--- config.mk ---
export PLATFORM = sky130hd
export DESIGN_NAME = fifo_drain_serializer
export DESIGN_NICKNAME = d
export VERILOG_FILES = /design/src/rtl/fifo_ser_pkg.sv /design/src/rtl/ser_bit_timer.sv /design/src/rtl/fifo_drain_serializer.sv
export SDC_FILE = /design/constraint.sdc
export NUM_CORES = 1
export LEC_CHECK = 0
export ABC_CLOCK_PERIOD_IN_PS = 3100
export CAP_MARGIN = 30
export CORE_MARGIN = 3
export CORE_UTILIZATION = 55
export CTS_CLUSTER_DIAMETER = 50
export DETAILED_ROUTE_END_ITERATION = 10
export PLACE_DENSITY = 0.91
export RECOVER_POWER = 25
export SYNTH_ARGS = -nofsm -noshare
export SYNTH_HDL_FRONTEND = slang
export SYNTH_SLANG_ARGS = --single-unit
--- constraint.sdc ---
create_clock -name clk -period 3.1 [get_ports clk]
set_input_delay 0.93 -clock clk [delete_from_list [all_inputs] [get_ports clk]]
set_output_delay 0.93 -clock clk [all_outputs]
set_load 0.005 [all_outputs]
--- src/rtl/fifo_ser_pkg.sv ---
// Shared types and constants for the FIFO drain serializer.
// Build option: FIFO_SER_PARITY_EN adds an even-parity bit after the data bits.
package fifo_ser_pkg;

  typedef enum logic [2:0] {
    StIdle,
    StPop,
    StLoad,
    StStart,
    StData,
`ifdef FIFO_SER_PARITY_EN
    StParity,
`endif
    StStop
  } ser_state_t;

  localparam logic LINE_IDLE = 1'b1;
  localparam logic START_BIT = 1'b0;
  localparam logic STOP_BIT  = 1'b1;

`ifdef FIFO_SER_PARITY_EN
  localparam bit PARITY_EN = 1'b1;
`else
  localparam bit PARITY_EN = 1'b0;
`endif

  // Frame length in clock cycles: start + data + optional parity + stop.
  function automatic int unsigned frame_cycles(input int unsigned data_w,
                                               input int unsigned bit_cycles,
                                               input bit          parity);
    return (2 + data_w + (parity ? 1 : 0)) * bit_cycles;
  endfunction

endpackage

--- src/rtl/ser_bit_timer.sv ---
// Bit-period timer: counts BIT_CYCLES clocks per serial bit and flags the last one.
module ser_bit_timer #(
  parameter int unsigned BIT_CYCLES = 4
) (
  input  logic clk,
  input  logic reset_i,
  input  logic clear_i,
  output logic bit_end_o,
  output logic bit_end_next_o
);

  localparam int unsigned   CW   = (BIT_CYCLES > 1) ? $clog2(BIT_CYCLES) : 1;
  localparam logic [CW-1:0] LAST = CW'(BIT_CYCLES - 1);

  logic [CW-1:0] cnt_q, cnt_d;

  // Clear on state entry, otherwise count and wrap at the terminal count.
  always_comb begin
    cnt_d = cnt_q;
    if (clear_i || (cnt_q == LAST)) begin
      cnt_d = '0;
    end else begin
      cnt_d = cnt_q + 1'b1;
    end
  end

  // Counter register.
  always_ff @(posedge clk or negedge reset_i) begin
    if (!reset_i) begin
      cnt_q <= '0;
    end else begin
      cnt_q <= cnt_d;
    end
  end

  assign bit_end_o      = (cnt_q == LAST);
  // Lets the parent register an output that must line up with the final cycle of a bit.
  assign bit_end_next_o = (cnt_d == LAST);

endmodule

--- src/rtl/fifo_drain_serializer.sv ---
// Pops words from a synchronous FIFO and shifts each out as a serial frame:
// start bit, data LSB first, optional even parity, stop bit.
// Build option: FIFO_SER_PARITY_EN compiles in the parity state and accumulator.
module fifo_drain_serializer
  import fifo_ser_pkg::*;
#(
  parameter int unsigned DATA_W     = 3,
  parameter int unsigned BIT_CYCLES = 4
) (
  input  logic              clk,
  input  logic              reset_i,
  input  logic              empty_i,
  input  logic [DATA_W-1:0] data_i,
  output logic              rd_en_o,
  output logic              ser_o,
  output logic              busy_o,
  output logic              frame_done_o
);

  localparam int unsigned   BW       = $clog2(DATA_W + 1);
  localparam logic [BW-1:0] LAST_BIT = BW'(DATA_W - 1);

  ser_state_t        state_q, state_d;
  logic [DATA_W-1:0] shift_q, shift_d;
  logic [BW-1:0]     bit_cnt_q, bit_cnt_d;
  logic              rd_en_q, rd_en_d;
  logic              ser_q, ser_d;
  logic              busy_q, busy_d;
  logic              done_q, done_d;
  logic              bit_end, bit_end_next;
`ifdef FIFO_SER_PARITY_EN
  logic              par_q, par_d;
`endif

  ser_bit_timer #(
    .BIT_CYCLES(BIT_CYCLES)
  ) u_timer (
    .clk           (clk),
    .reset_i       (reset_i),
    .clear_i       (state_d != state_q),
    .bit_end_o     (bit_end),
    .bit_end_next_o(bit_end_next)
  );

  // Next state, datapath updates, and next values of the registered outputs.
  always_comb begin
    state_d   = state_q;
    shift_d   = shift_q;
    bit_cnt_d = bit_cnt_q;
`ifdef FIFO_SER_PARITY_EN
    par_d     = par_q;
`endif
    unique case (state_q)
      StIdle:  if (!empty_i) state_d = StPop;
      StPop:   state_d = StLoad;
      StLoad: begin
        shift_d = data_i;
`ifdef FIFO_SER_PARITY_EN
        par_d   = 1'b0;
`endif
        state_d = StStart;
      end
      StStart: if (bit_end) state_d = StData;
      StData: begin
        if (bit_end) begin
          shift_d = shift_q >> 1;
`ifdef FIFO_SER_PARITY_EN
          par_d   = par_q ^ shift_q[0];
`endif
          if (bit_cnt_q == LAST_BIT) begin
            bit_cnt_d = '0;
`ifdef FIFO_SER_PARITY_EN
            state_d   = StParity;
`else
            state_d   = StStop;
`endif
          end else begin
            bit_cnt_d = bit_cnt_q + 1'b1;
          end
        end
      end
`ifdef FIFO_SER_PARITY_EN
      StParity: if (bit_end) state_d = StStop;
`endif
      StStop:  if (bit_end) state_d = StIdle;
      default: state_d = StIdle;
    endcase

    // Outputs are decoded from the next state so they can be registered.
    rd_en_d = (state_d == StPop);
    busy_d  = (state_d != StIdle);
    done_d  = (state_d == StStop) && bit_end_next;
    case (state_d)
      StStart:  ser_d = START_BIT;
      StData:   ser_d = shift_d[0];
`ifdef FIFO_SER_PARITY_EN
      StParity: ser_d = par_d;
`endif
      StStop:   ser_d = STOP_BIT;
      default:  ser_d = LINE_IDLE;
    endcase
  end

  // State, datapath and output registers.
  always_ff @(posedge clk or negedge reset_i) begin
    if (!reset_i) begin
      state_q   <= StIdle;
      shift_q   <= '0;
      bit_cnt_q <= '0;
      rd_en_q   <= 1'b0;
      ser_q     <= LINE_IDLE;
      busy_q    <= 1'b0;
      done_q    <= 1'b0;
`ifdef FIFO_SER_PARITY_EN
      par_q     <= 1'b0;
`endif
    end else begin
      state_q   <= state_d;
      shift_q   <= shift_d;
      bit_cnt_q <= bit_cnt_d;
      rd_en_q   <= rd_en_d;
      ser_q     <= ser_d;
      busy_q    <= busy_d;
      done_q    <= done_d;
`ifdef FIFO_SER_PARITY_EN
      par_q     <= par_d;
`endif
    end
  end

  assign rd_en_o      = rd_en_q;
  assign ser_o        = ser_q;
  assign busy_o       = busy_q;
  assign frame_done_o = done_q;

endmodule

# After elaboration in Yosys (flattened, before gate mapping)
# Index checks and enable logic that the tools add are counted.
# word_totals
register_bits	14
# classes
addsub	2
n_eq_ne	14
mux	11
n_reduce_logical	7
# ops
cell	count
two-way mux 3 bit	6
one-hot mux 3 bit (6 select lines)	1
== test 3 bit (second input constant)	4
== test 3 x 2 -> 1 bit (second input constant)	3
== test 2 bit (second input constant)	3
== test 3 x 1 -> 1 bit (second input constant)	2
one-hot mux 3 bit (2 select lines)	1
adder 2 x 1 -> 2 bit (second input constant)	2
two-way mux 2 bit	2
AND reduction 2 bit	2
logical NOT 3 bit	1
!= test 3 bit	1
nonzero test 3 bit	1
!= test 2 bit (second input constant)	1
one-hot mux 1 bit (2 select lines)	1
nonzero test 2 bit	1
logical AND 1 bit	1
logical OR 1 bit	1

# Longest topological paths before layout
# depth
word_depth	9
mapped_depth	6
depth_no_buf	5

# Cells and area by module
# A second synthesis with hierarchy kept.
# hier_totals
cells_unflattened	65
area_unflattened_um2	709.4
# modules_own_cells
mod	n_inst	cells_each	area_per_inst_um2
fifo_drain_serializer	1	59	619.3
ser_bit_timer	1	6	90.1

# Worst setup path after synthesis
# Ideal clock, no wire load.
# synth_path
kind	reg2out
from	register ser_q (netlist: ser_o)
to	output ser_o
arrival_time_ps	501
required_ps	2170
slack_ps	1669
stages_incl_launch_ff	1
path_buffers	0
path_cell_list	dfstp_2
# synth_rtl
element	line	source
start, declared	fifo_drain_serializer.sv:27	logic ser_q, ser_d;
start signal, assigned	fifo_drain_serializer.sv:122	ser_q <= ser_d;
end, declared	fifo_drain_serializer.sv:15	output logic ser_o,
# No word-level cell between the ends.

# Final worst setup path
# layout_path
from	register ser_q (netlist: ser_o)
to	output ser_o
# No word-level cell between the ends.

==> flow_summary.ini <==
[outcome]
status = finished clean

[worst_setup_path]
cpMaxStageDelayCell = dfstp_2
path_depth = 1
critPathMaxFanout = 1
reg2reg_depth = 5
worst_path_dominant_cell_family = flip-flops
worst_setup_path_start_kind = register
critPathKind = reg -> out
max_stage_delay_ns = 0.54
crit_path_end_kind = output port
crit_buf_inv = 1
arrival_ns = 1.31
path_cells = clkdlybuf4s50_1
required_ns = 2.17

[sta]
fmax_ghz = 0.446
slew_headroom_pct = 58.5
hold_viol_final = 0
setup_viol = 0
layout_min_cycle_time_ns = 2.24
fin_crit_sh_pct = 72.3
worst-slew-pin-transition_ns = 0.620
finClkSkew_ns = 0.0129
grt_setup_unrepaired = false
report.final.slew_viol_count = 0
tns_ns = 0

[pwr]
p_sw_mw = 0.268
power_mw = 0.720
clock_power_share_pct = 17.8
switching_share_pct = 37.3
p_leak_nw = 0.343
power_frac_seq_pct = 46.0
combPwrFrac_pct = 36.2
intPower_mw = 0.452
ir_drop_v = 0.000484
power.density_nw_per_um2 = 852

[route]
final_antenna_net_count = 0
drt_wl_total_mm = 1.40
dr.pass1.iters = 5
viasPerCell = 5.98
drc_errors = 0
drt_iter0_markers = 8
vias = 568
wire_per_inst_um = 14.8

[floorplanning]
die_h_um = 42.7
die_w_um = 42.7
boundaryPins = 10
rows = 12
core_sq_um = 1190
initial_core_util_pct = 62.3
die_area_sq_um = 1820

[grt]
grt_usage_pct = 17.1
grt_overflow_total = 0
first_global_vias = 503
grt_pass1_wl_mm = 2.35
grt_max_degree = 21
antenna_found_initial = 0

[yosys]
synthesis.nets = 81
synthArstFlopShare_pct = 100
synth-edff-count = 0
ys_seq_area_share_pct = 47.5
postSynthAreaPerCell_sq_um = 10.1
synth_seq_cells = 14
yosys_most_used_dff = dfrtp_1
syn_area_sq_um = 739
ys_types = 31
synth_warnings = 0
netlist_instances = 73

[clocking]
clk_path_buf_depth = 2
cts_buffers = 3
cts-root-buf = clkbuf_4
htree_num_levels = 1
tritoncts = built
cts.sinks = 14
post_cts_resized = 0
clk_pin_slew_ns = 0.09
clk-insertion-delay-late_ns = 0.27
post-cts-setup-buffers = 0
hold_buffers = 0

[worst_hold_path]
hp-class = reg -> reg
worst_hold_path.num_cells = 1

[final_layout]
final_nets = 90
area_delta_synth_final_pct = 14.2
antenna_cells = 0
final_common_cell = dfrtp_1
layout_common_cells = dfrtp_1, nor2_1, clkdlybuf4s50_1, a21oi_1, nand2_1
final_layout_size_suffix_gt1_share_pct = 13.6

[run]
drv_cap = 0

[placement]
finalWeightedCongestion = 0.765
hpwl_mm = 1.03
port_buffers = 9
## path summary, 6_finish.rpt
path / from / endpoint / slack (ns)
min: u_timer.cnt_q[0]$_DFF_PN0_ / u_timer.cnt_q[0]$_DFF_PN0_ / 0.51
max in group asynchronous: reset_i / state_q[2]$_DFF_PN0_ / 1.59
max reg2reg: u_timer.cnt_q[0]$_DFF_PN0_ / ser_o$_DFF_PN1_ / 1.35
min in group asynchronous: reset_i / state_q[1]$_DFF_PN0_ / 1.10
min reg2reg: u_timer.cnt_q[0]$_DFF_PN0_ / u_timer.cnt_q[0]$_DFF_PN0_ / 0.51
max: ser_o$_DFF_PN1_ / ser_o / 0.86
## cells in the mapped netlist (all sizes together), types with 2 or more instances
cell	number	area, sq um
a31oi	2	12.5
a21oi	5	25.0
buf	5	37.5
nand3	2	10.0
nand2b	2	12.5
dfrtp	13	325
o21ai	4	20.0
nor3	2	10.0
o211ai	2	15.0
nor2	7	26.3
inv	4	17.5
nor2b	3	18.8
ha	2	25.0
nand2	5	18.8
## flip-flops by register name, indices dropped and copies added (netlist names)
| name | cells |
|---|---|
| state_q | 3 |
| ser_o | 1 |
| bit_cnt_q | 2 |
| rd_en_o | 1 |
| frame_done_o | 1 |
| u_timer.cnt_q | 2 |
| shift_q | 3 |
| busy_o | 1 |
## stage by stage
stage	utilization, %	std cells	setup slack [ns]	hold slack [ns]	cell area (sq um)
3_3_place_gp	68.2	91	1.15	0.473	810
6_report	71.2	95	0.860	0.506	845
5_1_grt	71.2	95	0.833	0.533	845
4_1_cts	71.3	95	0.848	0.509	846
2_1_floorplan	-	73	1.67	0.460	739
3_5_place_dp	68.2	91	1.13	0.498	810
## layout make-up
class | count | area [sq um]
flip-flops and latches | 14 | 352
fillers | 88 | 342
multi-input cells | 50 | 333
repair buffers | 9 | 90.1
clock buffers | 4 | 36.3
well taps | 14 | 17.5
inverters | 4 | 16.3
## power by group through the flow
| stage | Sequential, mW | Clock (mW) | Combinational, mW |
|---|---|---|---|
| floorplan | 0.280 | 0 | 0.257 |
| global placement | 0.326 | 0 | 0.251 |
| detailed placement | 0.333 | 0 | 0.264 |
| CTS | 0.329 | 0.131 | 0.265 |
| global route | 0.342 | 0.141 | 0.292 |
| finish | 0.331 | 0.128 | 0.260 |
## worst reg2reg max path, stage by stage (launching register included)
cell        delay, ns
dfrtp_1          0.40
ha_1             0.35
clkinvlp_2       0.23
o32a_1           0.39
o22ai_2          0.16
a41oi_2          0.13
## metal layers
metal	GRT usage [%]	part of all wire, %	routed length (um)	up-vias
met5	0	0	0	-
met4	7.45	2.1	30	0
met3	2.54	4.9	69	4
met2	25.7	47	656	18
met1	24.2	46	645	268
li1	-	-	-	278
## logic make-up (layout without fill, tap and decap cells)
family                   Yosys count  count (layout)  synth area share (%)
AND/OR/NAND/NOR                   26              26                  18.6
AO/OA/AOI/OAI                     21              21                  21.5
buffers and inverters              9              17                  7.44
adder cells (fa/ha/maj)            2               2                  3.38
flip-flops                        14              14                  47.5
multiplexers                       1               1                  1.52
Note: power is estimated with default switching activity, not from simulation.
